File: config.mk
export PLATFORM = sky130hd
export DESIGN_NAME = seq_divider_hs
export DESIGN_NICKNAME = d
export VERILOG_FILES = /design/src/rtl/seq_divider_hs.sv
export SDC_FILE = /design/constraint.sdc
export NUM_CORES = 1
export LEC_CHECK = 0
export ABC_AREA = 1
export ABC_CLOCK_PERIOD_IN_PS = 6050
export BUFFER_PORTS_ARGS = -buffer_cell sky130_fd_sc_hd__buf_2
export CAP_MARGIN = 30
export CORE_MARGIN = 8
export CORE_UTILIZATION = 58
export DETAILED_ROUTE_END_ITERATION = 10
export HOLD_SLACK_MARGIN = 0.03
export PLACE_DENSITY = 0.85
export SLEW_MARGIN = 25
export SYNTH_ARGS = -nofsm -noshare
export SYNTH_HDL_FRONTEND = slang
export SYNTH_SLANG_ARGS = --single-unit
File: constraint.sdc
create_clock -name clk -period 6.05 [get_ports clk]
set_input_delay 0.9075 -clock clk [delete_from_list [all_inputs] [get_ports clk]]
set_output_delay 0.9075 -clock clk [all_outputs]
set_load 0.005 [all_outputs]
File: src/rtl/seq_divider_hs.sv
// seq_divider_hs: multi-cycle non-restoring divider with valid/ready handshakes; signed mode built when DIV_SIGNED_EN is defined
module seq_divider_hs #(
  parameter int WIDTH = 8,
  parameter int BITS_PER_CYCLE = 1
) (
  input  logic             clk,
  input  logic             rst,
  input  logic             in_valid,
  output logic             in_ready,
  input  logic [WIDTH-1:0] dividend,
  input  logic [WIDTH-1:0] divisor,
  input  logic             signed_op,
  output logic             out_valid,
  input  logic             out_ready,
  output logic [WIDTH-1:0] quotient,
  output logic [WIDTH-1:0] remainder,
  output logic             div_by_zero,
  output logic             overflow,
  output logic             busy
);
  localparam int N = WIDTH / BITS_PER_CYCLE;
  localparam int CW = $clog2(N + 1);
  localparam logic [WIDTH-1:0] MIN = {1'b1, {(WIDTH-1){1'b0}}};
  typedef enum logic [2:0] {IDLE, PREP, ITER, FIX, OUT} state_t;
  state_t state, state_n;
  logic [WIDTH-1:0] q, b, q_step, r_fix, q_fix, rem_fix;
  logic [WIDTH:0] r, r_step;
  logic [CW-1:0] cnt;
  logic sgn, sop, q_neg, r_neg, fire_in, dz, ov;
`ifdef DIV_SIGNED_EN
  assign sgn = signed_op;
`else
  logic unused_sop;
  assign unused_sop = signed_op;
  assign sgn = 1'b0;
`endif
  assign in_ready = state == IDLE;
  assign busy = state != IDLE;
  assign out_valid = state == OUT;
  assign fire_in = in_valid && in_ready;
  assign dz = divisor == '0;
  assign ov = sgn && dividend == MIN && divisor == '1;
  // r stays in [-b, b) between steps, so wrap-around in the shifted value is harmless
  always_comb begin
    r_step = r;
    q_step = q;
    for (int i = 0; i < BITS_PER_CYCLE; i++) begin
      r_step = r_step[WIDTH] ? {r_step[WIDTH-1:0], q_step[WIDTH-1]} + {1'b0, b}
                             : {r_step[WIDTH-1:0], q_step[WIDTH-1]} - {1'b0, b};
      q_step = {q_step[WIDTH-2:0], ~r_step[WIDTH]};
    end
  end
  assign r_fix = r[WIDTH-1:0] + (r[WIDTH] ? b : '0);
  assign rem_fix = r_neg ? -r_fix : r_fix;
  assign q_fix = q_neg ? -q : q;
  always_comb begin
    state_n = state;
    case (state)
      IDLE: state_n = fire_in ? ((dz || ov) ? OUT : PREP) : IDLE;
      PREP: state_n = ITER;
      ITER: state_n = cnt == CW'(1) ? FIX : ITER;
      FIX:  state_n = OUT;
      OUT:  state_n = out_ready ? IDLE : OUT;
      default: state_n = IDLE;
    endcase
  end
  always_ff @(posedge clk) state <= rst ? IDLE : state_n;
  always_ff @(posedge clk) begin
    if (rst) begin
      quotient <= '0;
      remainder <= '0;
      div_by_zero <= 1'b0;
      overflow <= 1'b0;
    end else begin
      case (state)
        IDLE: if (fire_in) begin
          q <= dividend;
          b <= divisor;
          sop <= sgn;
          div_by_zero <= dz;
          overflow <= ov;
          if (dz || ov) begin
            quotient <= dz ? '1 : MIN;
            remainder <= dz ? dividend : '0;
          end
        end
        PREP: begin
          q <= (sop && q[WIDTH-1]) ? -q : q;
          b <= (sop && b[WIDTH-1]) ? -b : b;
          r <= '0;
          cnt <= CW'(N);
          q_neg <= sop && (q[WIDTH-1] ^ b[WIDTH-1]);
          r_neg <= sop && q[WIDTH-1];
        end
        ITER: begin
          r <= r_step;
          q <= q_step;
          cnt <= cnt - 1'b1;
        end
        FIX: begin
          quotient <= q_fix;
          remainder <= rem_fix;
        end
        default: ;
      endcase
    end
  end
endmodule

* After elaboration in Yosys (flattened, before gate mapping)
Cells that the tools add are included.
Word-level totals: flip-flop bits (word level) 49, output and inout port bits 21, word-level logic and storage cells 54
Operators by class: add/sub/neg operators 4, equal/unequal tests 7, mux-type cells 19, bitwise gates (word level) 3, reductions and logical operators 13
Operator list (number):
- 8-bit 2-to-1 mux | 8
- 8-bit case mux with 2 select lines | 3
- 9-bit case mux with 2 select lines | 1
- 3-bit case mux with 5 select lines | 1
- 9-bit by 8-bit adder with 9-bit output | 1
- 3-bit 2-to-1 mux | 3
- 9-bit 2-to-1 mux | 1
- 9-bit by 8-bit subtractor with 9-bit output | 1
- 8-bit adder | 1
- 8-bit logical NOT | 1
- 4-bit case mux with 2 select lines | 1
- 4-bit AND reduction | 2
- 3-bit by 2-bit equality test with 1-bit output, second input constant | 2
- 2-bit nonzero test | 3
- 3-bit nonzero test | 2
- 4-bit by 1-bit equality test with 1-bit output, second input constant | 1
- 2-bit by 1-bit != test with 1-bit output, second input constant | 2
- 2-bit AND reduction | 2
- 4-bit by 1-bit subtractor with 4-bit output, second input constant | 1
- 3-bit by 1-bit equality test with 1-bit output, second input constant | 1
- 3-bit equality test, second input constant | 1
- 3-bit logical NOT | 1
- 1-bit NOT | 3
- 3-bit AND reduction | 1
- other kinds (2) | 2

* Logic depth before layout (Yosys ltp)
depth after elaboration 4, depth in mapped cells 17, gate-level depth less buffers 17

* Worst setup path before layout
Ideal clock, no wire load.
path type input -> register, start point in rst, end point reg cnt[0], enable pin, library setup time 0.400 ns, arrival time 2.079 ns, setup slack 3.571 ns, cell stages on the path 2, buffers on the path 1, cell sequence clkbuf_1 > nor3_1
On the way: word-level cells in the longest chain between the ends 2
Ends and longest elaborated chain:
- start, declared | line 7 | input logic rst,
- 1-bit NOT (no line)
- 2-bit AND reduction (no line)
- end signal, assigned | line 91 | cnt <= CW'(N);
- end signal, assigned | line 98 | cnt <= cnt - 1'b1;
- end, declared | line 28 | logic [CW-1:0] cnt;
No other way between the ends. A chain may end at the register's enable or synchronous reset.

* Worst setup path after layout
start point reg b[0], end point reg q[0], data pin
On the way: word-level cells in the longest chain between the ends 4, elaborated cells on any way between the ends 5
Ends and longest elaborated chain:
- start, declared | line 26 | logic [WIDTH-1:0] q, b, q_step, r_fix, q_fix, rem_fix;
- start signal, assigned | line 78 | b <= divisor;
- start signal, assigned | line 89 | b <= (sop && b[WIDTH-1]) ? -b : b;
- 9-bit by 8-bit subtractor with 9-bit output / 9-bit by 8-bit adder with 9-bit output (equally long branches) | line 49, 48
- 9-bit 2-to-1 mux (*) | line 48 | r_step = r_step[WIDTH] ? {r_step[WIDTH-1:0], q_step[WIDTH-1]} + {1'b0, b}
- 1-bit NOT (*) | line 50 | q_step = {q_step[WIDTH-2:0], ~r_step[WIDTH]};
- 8-bit case mux with 2 select lines (*) | line 75 | case (state)
- end signal, assigned | line 77 | q <= dividend;
- end signal, assigned | line 88 | q <= (sop && q[WIDTH-1]) ? -q : q;
- end signal, assigned | line 97 | q <= q_step;
- end, declared | line 26
Mark *: on every way between the ends. The rest lies on a longest branch, timed or not.

==> impl_metrics.csv <==
group,metric,value,unit
placement,port_buffers,39,
power_and_ir_drop,p_leak,1.72,nW
detailed_routing,drtPass1Iterations,4,
synthesis,yosysTopAreaCell,"edfxtp_1",
sta,setup_ws,3530,ps
global_routing,overflow,0,
cts,cts_setup_buffers,0,
placement,post-place-ws,3540,ps
cells_and_area,syn2layout_area_growth,10.3,%
worst_hold_path,holdPathEnd,"quotient[7]$_SDFFE_PP0P_",
setup_path,critPathMaxFanout,4,
global_routing,antenna_found_initial,0,
setup_path,critPathCaptureType,"flip-flop",
setup_path,crit_path_top_delay_cell,"edfxtp_1",
detailed_routing,dr_total_vias,2514,
synthesis,synth_top_area_share,29.0,%
detailed_routing,first_iter_violations,160,
cts,clk_pin_slew,90,ps
floorplanning,die_h,87.9,µm
floorplanning,floorplan.initialDensity,59.5,%
synthesis,async_flop_share,0,%
floorplanning,ios,42,
setup_path,r2r_slack,3530,ps
floorplanning,rows,26,
power_and_ir_drop,p_per_area,219,nW/µm²
status,status,"finished clean",
floorplanning,core_area,5040,µm²
cts,hold_buffers,0,
synthesis,syn_area,3000,µm²
cells_and_area,drive_above_1_share,17.0,%
synthesis,ys_types,31,
sta,fin_crit,2520,ps
setup_path,regToRegStartpoint,"b[0]$_DFFE_PP_",
global_routing,grt_pass1_vias,2454,
detailed_routing,viasPerCell,5.15,
setup_path,startpoint_type,"flip-flop",
setup_path,cp_common_cell,"nand2_1",
worst_hold_path,hold_path_class,"reg2reg",
power_and_ir_drop,irDropWorstVdd,0.000180,V
placement,hpwl,4890,µm
worst_hold_path,holdPathStages,2,
setup_path,slowest_delay,430,ps
sta,report.final.hold_viol_count,0,
setup_path,crit_chain,"inv_1, ha_1, nand2_1, nor2_1, nand2_1, nand2_1, xor2_1, ha_1, nand2_1, inv_1, nand2_1, nand2_1, a21oi_1, nand3_1, nand3_1, nand2_1",
sta,max-slew-margin-rel,43.8,%
synthesis,ys.flop_type,"edfxtp_1",
synthesis,synth.avg_cell_area,7.93,µm²
cells_and_area,nets,458,
setup_path,worstPathArrival,2580,ps
cts,clkSinkCount,49,
detailed_routing,wl_per_cell,13.0,µm
sta,finalCritPeriodShare,41.7,%
cts,clockBufferDepth,2,
flow_run,maxCapViolCount,0,
cts,h-tree-depth,2,
cells_and_area,num_antenna_cells,0,
global_routing,grt_max_degree,23,
cells_and_area,postLayoutCoreUtil,65.6,%
sta,fmax,397,MHz
global_routing,grt_pass1_wl,10600,µm
cts,cts_resized,0,
setup_path,crit_start,"b[0]$_DFFE_PP_",
sta,finClkSkew,7.35,ps
synthesis,ys_seq_elements,49,
synthesis,syn_inst,378,
detailed_routing,routed_wl,6370,µm
sta,whs,475,ps
floorplanning,die_w,87.9,µm
worst_hold_path,hp-start,"quotient[7]$_SDFFE_PP0P_",
synthesis,synth_edf_count,29,
sta,tightest_slew,842,ps
synthesis,ys_warn_count,0,
setup_path,reg2reg_depth,16,
sta,finalSetupViolCount,0,
sta,final_max_slew_viol_count,0,
cts,root_buffer,"clkbuf_8",
detailed_routing,ant_nets,0,
synthesis,ys_seq_area_share,42.4,%
floorplanning,dieArea,7730,µm²
cts,clk_latency,310,ps
sta,fin_tns_setup,0,ps
synthesis,synth.most_common_cell,"nand2_1",
cts,numCtsBuffers,5,
placement,gp_congestion,0.884,
synthesis,syn-num-nets,419,
setup_path,crit_required,6110,ps
setup_path,r2r-end,"q[0]$_DFFE_PP_",
detailed_routing,remaining_drc_errors,0,
synthesis,synth.area.top_cells,"edfxtp_1 29%, dfxtp_1 13%, nand2_1 11%, inv_1 7.9%, ha_1 7.5%",
cts,cts_tree,"built",
global_routing,grt_use_total,17.5,%
sta,grt_setup_unrepaired,"no",
synthesis,yosys-top-cells-count,"84 x nand2_1, 63 x inv_1, 38 x nor2_1",
setup_path,path_class,"reg2reg",
==> through the flow <==
step	total power [mW]	area, µm²	instances
after floorplan	0.498	3000	378
after global placement	0.531	3230	480
after detailed placement	0.537	3230	480
after CTS	0.726	3310	488
after global routing	0.764	3310	488
final	0.724	3310	488
==> final cells by class <==
type / instances / area [µm²]
sequential: 49 / 1270
tap: 70 / 87.6
timing repair buffer: 40 / 203
fill: 416 / 1730
multi-input combinational: 255 / 1420
clock buffer: 7 / 76.3
clock inverter: 1 / 6.26
inverter: 66 / 248
==> per-layer routing <==
metal  vias up  share of wire [%]  track usage (%)
li1       1287                  -                -
met1      1147                 44             21.1
met2        69                 49             29.5
met3        11                5.2             3.94
met4         0                1.5             6.25
met5         -                  0                0
==> sequential cells by signal, summed over array words and instances (netlist names) <==
name and cells:
div_by_zero 1, remainder 8, b 8, state 3
quotient 8, cnt 4, r 9, q 8
==> worst max-delay path: cells and delay by family, from the launching register on <==
kind,cells,cell delay [ps]
and+or+nand+nor,10,910
adders and majority gates,2,490
xor gates and xnor gates,1,200
AOI/OAI and AO/OA,1,130
buffers and inverters,2,150
DFF,1,430
==> layout by cell type, fill, tap and decap left out, drive strengths merged <==
cell,count
edfxtp,29
a31oi,2
o31ai,2
ha,18
a21oi,24
or2,4
nor2,44
dfxtp,20
xor2,5
nand4,1
nand3,23
nor3,3
fa,2
o21a,1
clkinv,1
conb,1
nand3b,2
xnor2,3
buf,40
inv,66
nand2,87
clkbuf,7
o21ai,33
==> power by group <==
| group | switching, mW | internal (mW) |
|---|---|---|
| clock network | 0.110 | 0.0824 |
| registers | 0.0109 | 0.374 |
| logic | 0.0926 | 0.0539 |
| total | 0.214 | 0.510 |
==> worst max-delay path by stage <==
stage,end,slack [ps]
5_1_grt,q[0]$_DFFE_PP_,3290
4_1_cts,q[0]$_DFFE_PP_,3530
3_5_place_dp,q[1]$_DFFE_PP_,3540
3_3_place_gp,q[1]$_DFFE_PP_,3600
2_1_floorplan,cnt[0]$_SDFFCE_PN0P_,3570
6_report,q[0]$_DFFE_PP_,3530
==> kinds of logic (layout without fill, tap and decap cells) <==
family                     Yosys count  in the layout  synth area share [%]
xor gates and xnor gates             8              8                  2.34
adders and majority gates           20             20                  8.84
and+or+nand+nor                    164            164                  24.0
DFF                                 49             49                  42.4
other                                1              1                 0.125
AOI/OAI and AO/OA                   62             62                  11.9
buffers and inverters               74            114                  10.3
No activity file was read; power rests on OpenSTA's default activity.
